==> src/rtl/mem_clr_pkg.sv <==
// Shared types and default sizing for the self-clearing RAM.
package mem_clr_pkg;

   typedef enum logic {
      IDLE  = 1'b0,
      CLEAR = 1'b1
   } clr_state_e;

   localparam int DEF_WIDTH = 8;
   localparam int DEF_DEPTH = 7;

endpackage

==> src/rtl/mem_clr_seq.sv <==
// Clear sequencer: walks an index over 0..DEPTH-1, one entry per cycle.
// Reset parks it in CLEAR at index 0, so every reset release runs a full clear.
module mem_clr_seq
   import mem_clr_pkg::*;
#(
   parameter int DEPTH = DEF_DEPTH,
   parameter int AW    = $clog2(DEPTH)
) (
   input  logic          clk,
   input  logic          rst_n,
   input  logic          clr_req,
   output logic          busy,
   output logic          done,
   output logic [AW-1:0] idx
);

   localparam logic [AW-1:0] LAST_IDX = AW'(DEPTH - 1);

   clr_state_e    state_reg;
   logic [AW-1:0] idx_reg;
   logic          done_reg;

   always_ff @(posedge clk or negedge rst_n) begin
      if (!rst_n) begin
         state_reg <= CLEAR;
         idx_reg   <= '0;
         done_reg  <= 1'b0;
      end else begin
         done_reg <= 1'b0;
         case (state_reg)
            IDLE: begin
               if (clr_req) begin
                  state_reg <= CLEAR;
                  idx_reg   <= '0;
               end
            end
            CLEAR: begin
               // Wrap at DEPTH, not 2**AW: entries past DEPTH-1 do not exist.
               if (idx_reg == LAST_IDX) begin
                  state_reg <= IDLE;
                  idx_reg   <= '0;
                  done_reg  <= 1'b1;
               end else begin
                  idx_reg <= idx_reg + 1'b1;
               end
            end
            default: begin
               state_reg <= IDLE;
               idx_reg   <= '0;
            end
         endcase
      end
   end

   assign busy = (state_reg == CLEAR);
   assign done = done_reg;
   assign idx  = idx_reg;

endmodule

==> src/rtl/mem_clr_ram.sv <==
// Simple dual-port RAM with a sequential whole-array clear and registered read.
// Define MEM_CLR_FWD_EN for write-first collisions; default is read-first.
module mem_clr_ram
   import mem_clr_pkg::*;
#(
   parameter int WIDTH = DEF_WIDTH,
   parameter int DEPTH = DEF_DEPTH,
   parameter int AW    = $clog2(DEPTH)
) (
   input  logic             clk,
   input  logic             rst_n,
   input  logic             clr_req,
   input  logic             wr_en,
   input  logic [AW-1:0]    wr_addr,
   input  logic [WIDTH-1:0] wr_data,
   input  logic             rd_en,
   input  logic [AW-1:0]    rd_addr,
   output logic             ready,
   output logic [WIDTH-1:0] rd_data,
   output logic             rd_valid,
   output logic             clr_busy,
   output logic             clr_done
);

   localparam logic [AW:0] DEPTH_W = (AW + 1)'(DEPTH);

   logic [WIDTH-1:0] mem [DEPTH];

   logic [AW-1:0]    clr_idx;
   logic             wr_ok;
   logic             rd_ok;
   logic             rd_in_range;
   logic             fwd_hit;
   logic             mem_we;
   logic [AW-1:0]    mem_waddr;
   logic [WIDTH-1:0] mem_wdata;
   logic [WIDTH-1:0] rd_word;
   logic [WIDTH-1:0] rd_data_reg;
   logic             rd_valid_reg;

   mem_clr_seq #(
      .DEPTH (DEPTH),
      .AW    (AW)
   ) u_seq (
      .clk     (clk),
      .rst_n   (rst_n),
      .clr_req (clr_req),
      .busy    (clr_busy),
      .done    (clr_done),
      .idx     (clr_idx)
   );

   assign ready       = ~clr_busy;
   assign wr_ok       = wr_en && ready && ({1'b0, wr_addr} < DEPTH_W);
   assign rd_ok       = rd_en && ready;
   assign rd_in_range = ({1'b0, rd_addr} < DEPTH_W);

`ifdef MEM_CLR_FWD_EN
   assign fwd_hit = wr_ok && (wr_addr == rd_addr);
`else
   assign fwd_hit = 1'b0;
`endif

   // The clear owns the write port; user writes only land while idle.
   assign mem_we    = clr_busy | wr_ok;
   assign mem_waddr = clr_busy ? clr_idx : wr_addr;
   assign mem_wdata = clr_busy ? '0 : wr_data;

   always_ff @(posedge clk) begin
      if (mem_we) begin
         mem[mem_waddr] <= mem_wdata;
      end
   end

   always_comb begin
      rd_word = '0;
      if (rd_in_range) begin
         rd_word = fwd_hit ? wr_data : mem[rd_addr];
      end
   end

   always_ff @(posedge clk or negedge rst_n) begin
      if (!rst_n) begin
         rd_data_reg  <= '0;
         rd_valid_reg <= 1'b0;
      end else begin
         rd_valid_reg <= rd_ok;
         if (rd_ok) begin
            rd_data_reg <= rd_word;
         end
      end
   end

   assign rd_data  = rd_data_reg;
   assign rd_valid = rd_valid_reg;

endmodule

==> config.mk <==
export PLATFORM = sky130hd
export DESIGN_NAME = mem_clr_ram
export DESIGN_NICKNAME = d
export VERILOG_FILES = /design/src/rtl/mem_clr_pkg.sv /design/src/rtl/mem_clr_seq.sv /design/src/rtl/mem_clr_ram.sv
export SDC_FILE = /design/constraint.sdc
export NUM_CORES = 1
export LEC_CHECK = 0
export CAP_MARGIN = 0
export CORE_MARGIN = 8
export CORE_UTILIZATION = 53
export DETAILED_ROUTE_END_ITERATION = 10
export PLACE_DENSITY = 0.84
export SYNTH_ARGS = -nofsm -noshare
export SYNTH_HDL_FRONTEND = slang
export SYNTH_HIERARCHICAL = 1
export SYNTH_SLANG_ARGS = --single-unit
export TNS_END_PERCENT = 30
==> constraint.sdc <==
create_clock -name clk -period 2.3 [get_ports clk]
set_input_delay 0.23 -clock clk [delete_from_list [all_inputs] [get_ports clk]]
set_output_delay 0.23 -clock clk [all_outputs]
set_load 0.1 [all_outputs]
==> flow_metrics.py <==
metrics = {
    "status": {
        "status": "finished, final reports clean",
    },
    "logic_synthesis": {
        "synth_top_family_by_area": "simple AND/OR/NAND/NOR gates",
        "yosys_register_bits": 70,
        "syn-num-nets": 221,
        "yosys_warnings": 6,
        "synth_mux_area_share_pct": 6.22,
        "postSynthAreaPerCell_um2": 14.4,
        "synth_edf_count": 56,
        "synth_area_mm2": 0.00292,
        "synth.distinct_cells": 32,
        "syn_inst": 202,
        "async_reset_ff_share_pct": 20.0,
        "yosys.area_share.simple_pct": 10.9,
        "synth-seq-area-share_pct": 69.7,
        "synth-main-ff-cell": "edfxtp_1",
        "synth_compound_area_share_pct": 10.0,
        "synth-xor-area-share_pct": 0,
        "synth-adder-area-share_pct": 0,
    },
    "sta": {
        "max_freq_mhz": 507,
        "relSlewSlack_pct": 49.9,
        "hold_viol": 0,
        "worst_pin_slew_ns": 0.750,
        "tns_ns": 0,
        "drv_slew": 0,
        "period_needed_ns": 1.97,
        "fin_hold_ws_ns": 0.307,
        "fin_ws_ns": 0.329,
        "grt_setup_unrepaired": "false",
        "fin_worst_skew_ns": 0.00768,
        "finalSetupViolations": 0,
        "period_share_pct": 85.7,
    },
    "worst_setup_path": {
        "worstPathRequired_ns": 2.32,
        "critPathKind": "reg2reg",
        "crit_path_start_kind": "register",
        "crit_start": "u_seq/busy",
        "arrival_ns": 1.99,
        "worst-r2r-setup-slack_ns": 0.33,
        "cp_max_fo": 26,
        "setup.worst_path.end": "mem[2][0]",
        "rr_endpoint": "mem[2][0]",
        "rr_worst_depth": 3,
        "reg2reg_from": "u_seq/busy",
        "crit_path_end_kind": "register",
    },
    "clocking": {
        "cts_buffers": 9,
        "tritoncts": "built",
        "clk-insertion-delay-late_ns": 0.34,
        "cts_max_level": 3,
        "postCtsHoldBufs": 0,
        "clk_pin_slew_ns": 0.08,
        "cts_sinks": 70,
        "post_cts_buffers": 0,
        "cts_resized": 0,
        "ctsLongestPathBuffers": 2,
        "root_buffer": "clkbuf_8",
    },
    "floorplanning": {
        "dieArea_mm2": 0.00813,
        "start_util_pct": 54.0,
        "ios": 31,
        "num_rows": 27,
        "die_h_um": 90.2,
        "die_w_um": 90.2,
        "core_area_mm2": 0.00541,
    },
    "detailed_routing": {
        "met1_length_um": 2340,
        "first_pass_iters": 4,
        "drt_iter0_drc": 144,
        "routed_wl_um": 5950,
        "top_layer": "met4",
        "antenna_left": 0,
        "via_per_inst": 5.54,
        "met3_length_um": 477,
        "wl_per_cell_um": 18.9,
        "dr_wl_met2_um": 2870,
        "via_count": 1738,
        "drcViolationCount": 0,
    },
    "power": {
        "power_density_mw_per_mm2": 1380,
        "peakVddDrop_uv": 684,
        "power.leakage_uw": 0.00127,
    },
    "finish": {
        "mostFrequentLayoutCell": "edfxtp_1",
        "final_cell_mix": "edfxtp_1 (56), clkdlybuf4s50_1 (18), mux2i_1 (17), buf_4 (15), dfrtp_1 (13)",
        "nFillCells": 422,
        "syn2layout_area_growth_pct": 18.1,
        "fin_cells": 314,
        "antenna_cells": 0,
        "drive_above_1_share_pct": 18.2,
        "largest_reg_flops": 56,
        "design_area_mm2": 0.00344,
        "nets": 256,
    },
    "flow_run": {
        "max_cap_violations": 0,
    },
    "grt": {
        "overflow": 0,
        "grt_max_degree": 34,
        "track_usage_pct": 14.9,
        "antenna_found_initial": 0,
        "grt_pass1_wl_um": 9230,
        "grt_pass1_vias": 1806,
    },
    "placement": {
        "placed_area_mm2": 0.00327,
        "gp_congestion": 0.823,
        "pre_cts_ws_ns": 0.367,
        "place_inst": 298,
        "numPortBuffers": 30,
        "hpwlAfterDp_um": 4180,
    },
    "worst_hold_path": {
        "hp-class": "in2async",
    },
}
[cells by family (layout without fill, tap and decap cells)]
family | Yosys count | after routing
flops | 70 | 70
mux | 18 | 18
compound gates | 44 | 44
simple gates | 57 | 57
buf+inv | 13 | 53
[per-stage QoR]
stage,utilization [%],power (µW)
4_1_cts,63.7,4760
3_5_place_dp,60.5,3900
3_3_place_gp,60.5,3840
6_report,63.7,4750
5_1_grt,63.7,4960
2_1_floorplan,-,3450
[layer usage]
metal  GRT usage (%)  up-vias
met5               0        -
met4            11.9        0
met3            4.07       26
met2            22.9       89
met1            17.1      799
li1                -      824
[worst max-delay path, stage by stage (launching register included)]
cell,delay [ns]
dfstp_4,0.77
clkinvlp_4,0.18
o32a_1,0.44
nor2_4,0.27
[worst min-delay path by stage]
stage,end,cells after the start,slack [ns]
2_1_floorplan,rd_data[0],0,-0.07
3_3_place_gp,rd_data[5],2,0.47
4_1_cts,u_seq/idx[2],1,0.31
5_1_grt,u_seq/idx[0],1,0.34
3_5_place_dp,rd_data[6],2,0.48
6_report,u_seq/idx[2],1,0.31
[Yosys cell counts (4+ instances only)]
cell,number,area (µm²)
edfxtp_1,56,1680
mux2i_1,17,170
dfrtp_1,13,325
nand2_1,12,45.0
nor2b_1,12,75.1
nand2b_1,10,62.6
nor2_1,10,37.5
a31oi_1,9,56.3
a211o_1,8,70.1
o21ai_1,8,40.0
o22ai_1,8,50.1
a21oi_1,5,25.0
and2b_4,5,50.1
nand3_1,4,20.0
[report_power, final]
group          total [µW]  switching, µW  internal (µW)
registers            2160            217           1950
clock network         861            471            390
logic                1720           1270            453
total                4750           1960           2790
[layout make-up]
| class | instances | area, µm² | area share (%) |
|---|---|---|---|
| Timing Repair Buffer | 34 | 313 | 9.08 |
| Tap cell | 72 | 90.1 | 2.62 |
| Clock buffer | 9 | 124 | 3.60 |
| Inverter | 3 | 15.0 | 0.436 |
| Sequential cell | 70 | 2040 | 59.1 |
| Multi-Input combinational cell | 119 | 815 | 23.6 |
| Clock inverter | 7 | 51.3 | 1.49 |
Note: power is estimated with default switching activity, not from simulation.
